[src/rtl/expr_gen.sv]
// Pseudo-random ASCII expression source: digit (op digit)*, one char per valid/ready handshake.
// Optional build macro EXPR_GEN_ERR_INJECT_EN corrupts the final digit into '=' on request.
module expr_gen #(
    parameter logic [7:0] SEED = 8'hA5
) (
    input  logic       clk,
    input  logic       clr,
    input  logic       start,
    input  logic [3:0] terms,
    input  logic       err_inj,
    output logic       busy,
    output logic       out_valid,
    input  logic       out_ready,
    output logic [7:0] out_char,
    output logic       done
);

    localparam logic [1:0] IDLE  = 2'd0;
    localparam logic [1:0] DIGIT = 2'd1;
    localparam logic [1:0] OP    = 2'd2;
    localparam logic [1:0] DONE  = 2'd3;

    logic [1:0] state;
    logic [7:0] lfsr;
    logic [3:0] remaining;
    logic       xfer;
    logic       fb;
    logic [7:0] digit_char;

    // Outputs decode from state only, so out_ready never reaches out_valid.
    assign busy      = (state != IDLE);
    assign out_valid = (state == DIGIT) || (state == OP);
    assign done      = (state == DONE);
    assign xfer      = out_valid && out_ready;
    assign fb        = lfsr[7] ^ lfsr[5] ^ lfsr[4] ^ lfsr[3];
    assign digit_char = 8'h30 + (lfsr % 8'd10);

`ifdef EXPR_GEN_ERR_INJECT_EN
    logic err;

    always_ff @(posedge clk) begin
        if (clr)
            err <= 1'b0;
        else if (state == IDLE && start)
            err <= err_inj;
        else if (state == DONE)
            err <= 1'b0;
    end
`else
    logic unused_err_inj;
    assign unused_err_inj = err_inj;
`endif

    // NOTE: sequential state uses non-blocking assignments so every register samples pre-edge values.
    always_ff @(posedge clk) begin
        if (clr) begin
            state     <= IDLE;
            lfsr      <= SEED;
            remaining <= 4'd0;
        end else begin
            if (xfer)
                lfsr <= {lfsr[6:0], fb};
            case (state)
                IDLE: begin
                    if (start) begin
                        remaining <= (terms == 4'd0) ? 4'd1 : terms;
                        state     <= DIGIT;
                    end
                end
                DIGIT: begin
                    if (xfer) begin
                        remaining <= remaining - 4'd1;
                        state     <= (remaining == 4'd1) ? DONE : OP;
                    end
                end
                OP: begin
                    if (xfer)
                        state <= DIGIT;
                end
                default: state <= IDLE;
            endcase
        end
    end

    // NOTE: out_char gets a default before the case so no latch is inferred.
    always_comb begin
        out_char = 8'h00;
        case (state)
            DIGIT: begin
                out_char = digit_char;
`ifdef EXPR_GEN_ERR_INJECT_EN
                if (err && remaining == 4'd1)
                    out_char = 8'h3D;
`endif
            end
            OP:      out_char = lfsr[0] ? 8'h2A : 8'h2B;
            default: out_char = 8'h00;
        endcase
    end

endmodule
[config.mk]
export PLATFORM = sky130hd
export DESIGN_NAME = expr_gen
export DESIGN_NICKNAME = d
export VERILOG_FILES = /design/src/rtl/expr_gen.sv
export SDC_FILE = /design/constraint.sdc
export NUM_CORES = 1
export LEC_CHECK = 0
export ABC_AREA = 1
export BUFFER_PORTS_ARGS = -buffer_cell sky130_fd_sc_hd__buf_2
export CAP_MARGIN = 30
export CORE_MARGIN = 10
export CORE_UTILIZATION = 25
export CTS_BUF_LIST = sky130_fd_sc_hd__clkbuf_8
export CTS_CLUSTER_SIZE = 40
export DETAILED_ROUTE_END_ITERATION = 8
export SETUP_SLACK_MARGIN = 0.15
export SLEW_MARGIN = 20
export SYNTH_ARGS = -nofsm -noshare
export SYNTH_HDL_FRONTEND = slang
export SYNTH_SLANG_ARGS = --single-unit
[constraint.sdc]
create_clock -name clk -period 4.23 [get_ports clk]
set_input_delay 0.846 -clock clk [delete_from_list [all_inputs] [get_ports clk]]
set_output_delay 0.846 -clock clk [all_outputs]
set_load 0.02 [all_outputs]
* After elaboration in Yosys (flattened, before gate mapping)
Cells that the tools add are included.
** Word-level totals
- Flip-flop bits (word level) :: 14
- Word-level logic and storage cells :: 35
- Output and inout bits :: 11
** Cells by class
- Eq/ne operators :: 7
- Multiplexer cells :: 11
- Bitwise gates (word level) :: 3
- $add $sub $neg :: 2
- Reduce and logical (&&, ||, !) cells :: 8
- Divide/modulo/power cells :: 1
** Operator list (number)
- 8-bit case mux with 2 select lines :: 1
- 4-bit two-way mux :: 3
- 6-bit by 8-bit adder with 8-bit output, first input constant :: 1
- 8-bit by 4-bit remainder unit with 8-bit output, second input constant :: 1
- 4-bit case mux with 2 select lines :: 1
- 2-bit two-way mux :: 3
- 2-bit inequality test, second input constant :: 3
- 2-bit case mux with 3 select lines :: 1
- 3-bit AND reduction :: 2
- 2-bit equality test, second input constant :: 2
- 4-bit by 1-bit equality test with 1-bit output, second input constant :: 1
- 4-bit logical NOT :: 1
- 2-bit nonzero test :: 2
- 4-bit by 1-bit subtractor with 4-bit output, second input constant :: 1
- 1-bit XOR :: 3
- 2-bit by 1-bit equality test with 1-bit output, second input constant :: 1
- 2-bit logical NOT :: 1
- 1-bit two-way mux :: 2
- 1-bit logical AND :: 1
- 1-bit logical OR :: 1

* Logic depth before layout (Yosys ltp)
Gate-level depths: netlist (run 1).
- Depth in word-level cells :: 5
- Mapped depth :: 22

* Worst setup path before layout (run 1)
Ideal clock, no wire load.
- Path kind :: flip-flop to output port
- From :: register lfsr[7]
- To :: output port out_char[2]
- Buffers on the path :: 0
- Arrival time :: 1994 ps
- Stages on the path, launching flop included :: 19
- Setup slack :: 1390 ps
- Required time :: 3384 ps
- Cell sequence :: dfxtp_1 inv_2 o21ai_2 inv_2 nand2_4 nand2_4 a21oi_4 nand2_2 nand3_1 nand3_2 nand2_4 nand2_4 nand2_2 nand3_4 nand2_4 nand2_2 nand2_1 nand2_1 nor2_2
** Between the ends
- Longest elaborated chain between the ends :: 3
** RTL lines
- start, declared :: RTL line 24 : logic [7:0] lfsr;
- start signal, assigned :: RTL line 62 : lfsr <= {lfsr[6:0], fb};
- 8-bit by 4-bit remainder unit with 8-bit output :: RTL line 36 : assign digit_char = 8'h30 + (lfsr % 8'd10);
- 6-bit by 8-bit adder with 8-bit output :: RTL line 36
- 8-bit case mux with 2 select lines :: RTL line 88 : case (state)
- end, declared :: RTL line 14 : output logic [7:0] out_char,
Every way passes these cells.

* Worst setup path after layout (run 1)
Same ends and word-level chain as after synthesis.

==> impl_metrics.json, run 1 <==
{
  "area_growth_pct": 15.38,
  "cts_root_buf": "clkbuf_8",
  "endpoint": "out_char[2]",
  "period_share_pct": 78.34,
  "synthCells": 184,
  "cts_tree": "done",
  "drt_iter0_markers": 83,
  "drt-wirelength-per-cell_microns": 9.534,
  "design_area_sq_um": 1455,
  "ys_warn_count": 0,
  "worst_hold_path.num_cells": 2,
  "whs_ns": 0.4630,
  "synth.area.top_cells": "dfxtp_1, nand2_1, ha_1",
  "max_freq_mhz": 301.8,
  "insertion_delay_ns": 0.24,
  "worstPathRequired_ns": 3.38,
  "start_util_pct": 26.18,
  "crit_top_cell": "nand2_4",
  "cp-start-kind": "register",
  "cts_num_sinks": 14,
  "cts-resized-gates": 0,
  "crit_type": "register to output port",
  "ant_nets": 0,
  "pin_count": 20,
  "fp.dieH_microns": 91.03,
  "fin_crit_ns": 3.314,
  "finalHoldViolCount": 0,
  "cts_made_buffers": 3,
  "gp_congestion": 0.8043,
  "drt_wl_total_mm": 2.555,
  "clk_pin_slew_ns": 0.06,
  "grt_overflow": 0,
  "slew_viol_final": 0,
  "synth-seq-area-share_pct": 22.22,
  "grt_start_max_net_pins": 17,
  "cts_hold_buffers": 0,
  "drc": 0,
  "grt_pass1_vias": 1136,
  "crit_path_start": "lfsr[7]",
  "ys_types": 31,
  "rsz0062_at_grt": "false",
  "synth.top_cell.area_share_pct": 22.22,
  "place_area_sq_um": 1414,
  "ff2ff_setup_slack_ns": 2.07,
  "antenna_cells": 0,
  "antenna_found_initial": 0,
  "grt_pass1_wl_mm": 4.761,
  "reg2regPathDepth": 9,
  "worst_path_max_delay_cell": "dfxtp_1",
  "fillCellCount": 543,
  "grt_use_met1_pct": 7.991,
  "yosys.area.top_type": "dfxtp_1",
  "syn-mean-instance-area_sq_um": 6.854,
  "cts_htree_levels": 1,
  "grt.busiest_layer": "met2",
  "met2_usage_pct": 10.26,
  "setup_viol": 0,
  "viasPerCell": 4.321,
  "cts_setup_buffers": 0,
  "vias": 1158,
  "grt_util_all_layers_pct": 6.387,
  "max-cap-violations": 0,
  "placementRows": 25,
  "hpwl_mm": 2.112,
  "slowest_delay_ns": 0.47,
  "die_w_microns": 91.03,
  "end_kind": "output port",
  "core_sq_um": 4817,
  "die-area_sq_um": 8286,
  "drtPass1Iterations": 4,
  "status": "completed",
  "crit_chain": "nand2_1 -> inv_2 -> o21bai_2 -> nand2_4 -> nand2_4 -> nand2_4 -> nand3_2 -> nand2_2 -> nand2_4 -> nand2_2 -> nand3_2 -> nand2_4 -> nand2_4 -> nand2_2 -> nand3_4 -> nand2_4 -> nand2_2 -> nand2_1 -> nand2_1 -> nor2_2 -> buf_2",
  "hp-class": "register to register",
  "tns_ns": 0,
  "finClkSkew_ns": 0.005450,
  "reg2reg_from": "state[1]",
  "io_buffers": 16,
  "layout.nets": 219,
  "arrival_ns": 2.47,
  "r2r_end": "remaining[1]",
  "worstPathMaxFanout": 7,
  "clock_path_buffers": 2,
  "final_layout_size_suffix_gt1_share_pct": 24.88,
  "syn_area_sq_um": 1261,
  "grt_use_met3_pct": 1.646,
  "synth_seq_cells": 14
}
-- flip-flops by register name (all words and copies together) (netlist names) --
name       count
remaining      4
lfsr           8
state          2
-- metal layers --
metal | share of wire [%] | wire (microns) | up-vias
li1 | - | - | 641
met4 | 1.2 | 31 | 0
met3 | 4.1 | 105 | 4
met5 | 0 | 0 | -
met2 | 46 | 1163 | 16
met1 | 49 | 1255 | 497
-- worst min-delay path by stage --
stage | startpoint | end | slack, ns
after global routing | remaining[3] | remaining[3] | 0.48
after detailed placement | remaining[3] | remaining[3] | 0.46
after global placement | remaining[3] | remaining[3] | 0.46
after floorplan | remaining[3] | remaining[3] | 0.44
final | remaining[3] | remaining[3] | 0.46
after CTS | remaining[3] | remaining[3] | 0.47
-- placed cells by master, fill, tap and decap left out, drive strengths merged, types with 2 or more instances in the layout --
master | Yosys | final
o21ai | 12 | 12
a21o | 2 | 2
dfxtp | 14 | 14
buf | 1 | 16
ha | 7 | 7
o211ai | 5 | 5
nor2 | 7 | 7
nand3b | 2 | 2
xor2 | 3 | 3
inv | 28 | 28
clkbuf | 2 | 3
nand2 | 57 | 57
nor3 | 2 | 2
a211oi | 2 | 2
a21oi | 15 | 15
nand3 | 15 | 15
conb | 2 | 3
nand4 | 3 | 3
-- cell families after synthesis --
group / synth area share (%)
flops: 22.22
simple gates: 36.81
buf+inv: 9.524
other cells: 0.5955
fa+ha+maj: 6.944
compound gates: 21.83
xor+xnor: 2.084
-- stage by stage --
step                      setup WS (ns)  util (%)  cells
after floorplan                   1.390         -    185
after global placement            1.187     29.35    265
after detailed placement          1.165     29.35    265
after CTS                        0.8972     30.21    268
after global routing             0.6019     30.21    268
final                            0.9164     30.21    268
-- critical path: cells and delay by family (launching register included) --
family / cells / cell delay [ns]
AOI/OAI and AO/OA: 1 / 0.08
and+or+nand+nor: 18 / 1.43
buffers and inverters: 2 / 0.24
DFF: 1 / 0.47
-- cells in the mapped netlist (all sizes together) --
library cell and n:
a211oi 2, a21o 2, a21oi 15, a221oi 1
a31oi 1, buf 1, clkbuf 2, conb 2
dfxtp 14, ha 7, inv 28, nand2 57
nand3 15, nand3b 2, nand4 3, nor2 7
nor3 2, o2111ai 1, o211ai 5, o21ai 12
o21bai 1, o221ai 1, xor2 3
-- cell type report --
type                       instances  area [sq um]  area share [%]
sequential                        14         280.3           19.26
clock buffer                       3         41.29           2.837
inverter                          28         105.1           7.223
tap                               67         83.83           5.761
multi-input combinational        140         864.6           59.42
timing repair buffer              16         80.08           5.503
Power of run 1 is left out: the tool's default activity adds up to more than one toggle a clock period on the data nets, which glitch-free logic cannot reach.
==> run 2, diff against run 1 <==
Clock period 4.23 ns to 2.9 ns, I/O delays scaled along.
==> run 2 against run 1 <==
Against the previous run:
- the run now ends with negative setup slack left
- cell area rose by 9.3%
- die area is the same
- register-to-register slack worse by 1.3 ns
- non-clock buffer count increased by 4
- highest routed layer unchanged
==> impl_metrics.json, run 2 (synthesis gave the netlist of run 1 again) <==
{
  "core_sq_um": 4817,
  "top_regs": "lfsr: 8 flops, remaining: 4 flops, state: 2 flops",
  "grt_util_all_layers_pct": 6.707,
  "rsz0062_at_grt": "true",
  "cts_tree": "done",
  "met2_usage_pct": 11.40,
  "end_kind": "output port",
  "fp.dieH_microns": 91.03,
  "final_common_cell": "nand2_1",
  "die_w_microns": 91.03,
  "crit_path_start": "lfsr[7]",
  "ant_nets": 0,
  "arrival_ns": 2.35,
  "hpwl_mm": 2.146,
  "pin_count": 20,
  "clock_path_buffers": 2,
  "cts_made_buffers": 3,
  "finalHoldViolCount": 0,
  "worstHoldStart": "remaining[3]",
  "die-area_sq_um": 8286,
  "stdcell_count": 272,
  "final_cell_mix": "nand2_1, inv_1, buf_2, nand2_4, a21oi_1",
  "drt-wirelength-per-cell_microns": 10.05,
  "cts_hold_buffers": 0,
  "vias": 1198,
  "insertion_delay_ns": 0.24,
  "viasPerCell": 4.404,
  "gp_congestion": 0.8029,
  "cts_htree_levels": 1,
  "cts_root_buf": "clkbuf_8",
  "violations": "negative setup slack",
  "setup_slack_ns": -0.02621,
  "multi_input_area_sq_um": 943.4,
  "final_layout_size_suffix_gt1_share_pct": 32.68,
  "grt_start_max_net_pins": 17,
  "setup_viol": 1,
  "drt_wl_total_mm": 2.734,
  "largest_reg_flops": 8,
  "slew_viol_final": 0,
  "antenna_cells": 0,
  "crit_type": "register to output port",
  "antenna_found_initial": 0,
  "regArea_sq_um": 289.0,
  "cp-start-kind": "register",
  "drtPass1Iterations": 4,
  "finClkSkew_ns": 0.005638,
  "preCtsSetupSlack_ns": 0.08224,
  "drt_iter0_markers": 64,
  "max-cap-violations": 0,
  "area_growth_pct": 26.09,
  "fillCellCount": 526,
  "grt.busiest_layer": "met2",
  "tns_ns": -0.02621,
  "clk_pin_slew_ns": 0.06,
  "period_share_pct": 100.9,
  "max_freq_mhz": 341.7,
  "drc": 0,
  "grt_pass1_vias": 1185,
  "hp-class": "register to register",
  "worstPathMaxFanout": 7,
  "cts_num_sinks": 14,
  "place_inst": 266,
  "grt_pass1_wl_mm": 5.016,
  "placementRows": 25,
  "worstPathRequired_ns": 2.32,
  "largest-register": "lfsr",
  "io_buffers": 16,
  "reg2reg_from": "state[1]",
  "grt_use_met3_pct": 1.646,
  "fin_crit_ns": 2.926,
  "start_util_pct": 26.18,
  "status": "finished, violations left",
  "grt_use_met1_pct": 8.041,
  "grt_overflow": 0,
  "layout.nets": 223
}
## run 2: changes by cell type in the layout (fill, tap and decap cells not counted), moves of 2 or more
cell	previous run	this run
inv_1	23	21
nand3_4	1	4
dfxtp_4	0	2
nand3_2	4	2
buf_6	0	2
nand2_4	7	12
nand2_1	43	37
buf_2	16	13
dfxtp_1	14	11
buf_4	0	5
## run 2: stage by stage
step,hold WS (ns),utilization (%),cell area (sq um)
2_1_floorplan,0.4393,-,1265
3_3_place_gp,0.4596,29.51,1421
3_5_place_dp,0.4573,29.51,1421
4_1_cts,0.4663,32.05,1544
5_1_grt,0.4844,33.01,1590
6_report,0.4702,33.01,1590
## run 2: final cells by class
class | count | share of cell area [%]
flip-flops and latches | 14 | 18.17
clock buffers | 3 | 2.596
inverters | 28 | 6.766
well taps | 67 | 5.271
repair buffers | 20 | 7.868
multi-input cells | 140 | 59.32
## run 2: path summary, 6_finish.rpt
| check | endpoint | slack [ns] | cells past startpoint |
|---|---|---|---|
| setup / recovery | out_char[2] | -0.03 | 19 |
| hold / removal | remaining[3] | 0.47 | 2 |
| setup reg to reg | remaining[1] | 0.74 | 9 |
| hold reg to reg | remaining[3] | 0.47 | 2 |
## run 2: what timing repair did
item,CTS,global route
gates resized for setup,23,7
pin swaps,1,2
setup buffers,1,2
cloned,0,0
endpoints found under the setup margin,3,3
## run 2: critical path, cell delays in order, from the launching register on
cell      delay, ns
dfxtp_4        0.37
inv_4          0.07
o21ai_4        0.06
buf_4          0.13
o211ai_1       0.14
inv_1          0.09
a21oi_4        0.15
nand2_4        0.09
nand2_4        0.08
nand2_4        0.07
nand3_4        0.09
nand2_4        0.07
nand3_2        0.11
nand3_4        0.10
nand2_4        0.09
nand2_2        0.05
nand2_1        0.06
nand2_1        0.05
nor2_2         0.10
buf_6          0.13
## run 2: layer usage
metal / part of all wire, % / up-vias
li1: - / 648
met1: 48 / 530
met2: 49 / 16
met3: 3.3 / 4
met4: 0.59 / 0
met5: 0 / -
Power of run 2 is left out for the same reason.
==> run 3, diff against run 2 <==
Settings changed: CORE_UTILIZATION 25 to 34.
==> run 3 against run 2 <==
Against the previous run:
- the flow still finishes with violations (negative setup slack)
- worst setup slack got worse by 0.017 ns
- clock skew decreased by 0.0048 ns
- cell area is 1.3% lower
- fmax decreased by 0.58%
- via count shrank 1.3%
- first-iteration DRC count shrank 45%
- non-clock buffer count unchanged
- critical path type unchanged
- highest routed layer unchanged
==> impl_metrics.json, run 3 (synthesis gave the netlist of run 1 again) <==
{
  "whs_ns": 0.4769,
  "worstPathMaxFanout": 7,
  "clock_path_buffers": 2,
  "worstPathRequired_ns": 2.32,
  "drt_iter0_markers": 35,
  "finClkSkew_ns": 0.0007958,
  "stdcell_count": 254,
  "ant_nets": 0,
  "final_common_cell": "nand2_1",
  "gp_congestion": 0.7461,
  "drt_wl_total_mm": 2.667,
  "end_kind": "output port",
  "setup_slack_ns": -0.04325,
  "crit_path_start": "lfsr[7]",
  "arrival_ns": 2.36,
  "r2r_end": "remaining[0]",
  "slew_viol_final": 0,
  "io_buffers": 16,
  "cp-start-kind": "register",
  "place_inst": 247,
  "top_regs": "lfsr: 8 flops, remaining: 4 flops, state: 2 flops",
  "grt_util_all_layers_pct": 8.236,
  "pin_count": 20,
  "hold-path-endpoint": "remaining[3]",
  "worstHoldStart": "remaining[3]",
  "grt_overflow": 0,
  "crit_type": "register to output port",
  "largest_reg_flops": 8,
  "die-area_sq_um": 6546,
  "grt_pass1_wl_mm": 4.519,
  "layout.nets": 223,
  "fin_crit_ns": 2.943,
  "insertion_delay_ns": 0.25,
  "finalHoldViolCount": 0,
  "antenna_found_initial": 0,
  "drc": 0,
  "clk_pin_slew_ns": 0.06,
  "period_share_pct": 101.5,
  "hpwl_mm": 2.102,
  "cts_root_buf": "clkbuf_8",
  "start_util_pct": 34.71,
  "area_growth_pct": 24.40,
  "final_layout_size_suffix_gt1_share_pct": 32.04,
  "max-cap-violations": 0,
  "cts_htree_levels": 1,
  "worst_hold_path.num_cells": 2,
  "violations": "negative setup slack",
  "die_w_microns": 80.91,
  "hp-class": "register to register",
  "placementRows": 22,
  "rsz0062_at_grt": "true",
  "largest-register": "lfsr",
  "cts_hold_buffers": 0,
  "antenna_cells": 0,
  "grt_pass1_vias": 1117,
  "viasPerCell": 4.654,
  "cts_made_buffers": 3,
  "grt_start_max_net_pins": 17,
  "reg2regPathDepth": 8,
  "reg2reg_from": "state[0]",
  "drtPass1Iterations": 4,
  "final_cell_mix": "nand2_1, inv_1, buf_2, a21oi_1",
  "status": "finished, violations left",
  "drt-wirelength-per-cell_microns": 10.50,
  "ff2ff_setup_slack_ns": 0.74,
  "max_freq_mhz": 339.8,
  "fp.dieH_microns": 80.91,
  "cts_num_sinks": 14,
  "setup_viol": 2,
  "core_sq_um": 3633,
  "cts_tree": "done",
  "vias": 1182
}
==> run 3: worst max path at each step <==
| stage | endpoint | slack, ns | depth (start not counted) |
|---|---|---|---|
| 5_1_grt | out_char[1] | -0.25 | 22 |
| 3_3_place_gp | out_char[2] | 0.1 | 19 |
| 6_report | out_char[1] | -0.04 | 22 |
| 3_5_place_dp | out_char[2] | 0.09 | 19 |
| 2_1_floorplan | out_char[2] | 0.33 | 18 |
| 4_1_cts | out_char[2] | -0.02 | 19 |
==> run 3: through the flow <==
step	setup slack, ns	area (sq um)	TNS [ns]	util (%)
3_5_place_dp	0.09115	1398	0	38.46
6_report	-0.04325	1569	-0.08053	43.18
2_1_floorplan	0.3262	1265	0	-
4_1_cts	-0.01777	1534	-0.03041	42.22
3_3_place_gp	0.09970	1398	0	38.46
5_1_grt	-0.2549	1569	-0.6436	43.18
==> run 3: critical path: stages, from the launching register on <==
cell and delay [ns]:
dfxtp_4 0.37, inv_4 0.07, o21ai_4 0.06, buf_4 0.13, o211ai_1 0.15, inv_1 0.09
a21oi_4 0.16, nand2_4 0.08, nand2_4 0.08, nand2_4 0.06, nand2_2 0.10, inv_2 0.04
nand2_1 0.05, nand2_1 0.05, nand2_1 0.07, nand2_2 0.06, inv_2 0.08, nand2_4 0.05
nand2_2 0.05, nand2_1 0.04, nand3_1 0.07, nand2_1 0.05, buf_4 0.15
==> run 3: what timing repair did <==
item	4_1_cts	5_1_grt
hold endpoints to repair	0	0
pin swaps	0	5
buffers inserted	1	2
setup endpoints to repair	3	3
gates resized for setup	23	3
==> run 3: final cells by class <==
class,instances,area [sq um]
Fill cell,395,2064
Multi-Input combinational cell,140,935.9
Sequential cell,14,289.0
Timing Repair Buffer,20,121.4
Inverter,28,107.6
Tap cell,48,60.06
Clock buffer,4,55.05
==> run 3: per-layer routing <==
| layer | up-vias | routed length, microns | global-route usage (%) |
|---|---|---|---|
| li1 | 648 | - | - |
| met1 | 517 | 1228 | 9.206 |
| met2 | 15 | 1325 | 14.89 |
| met3 | 2 | 105 | 2.759 |
| met4 | 0 | 8 | 1.557 |
| met5 | - | 0 | 0 |
Power of run 3 is left out for the same reason.
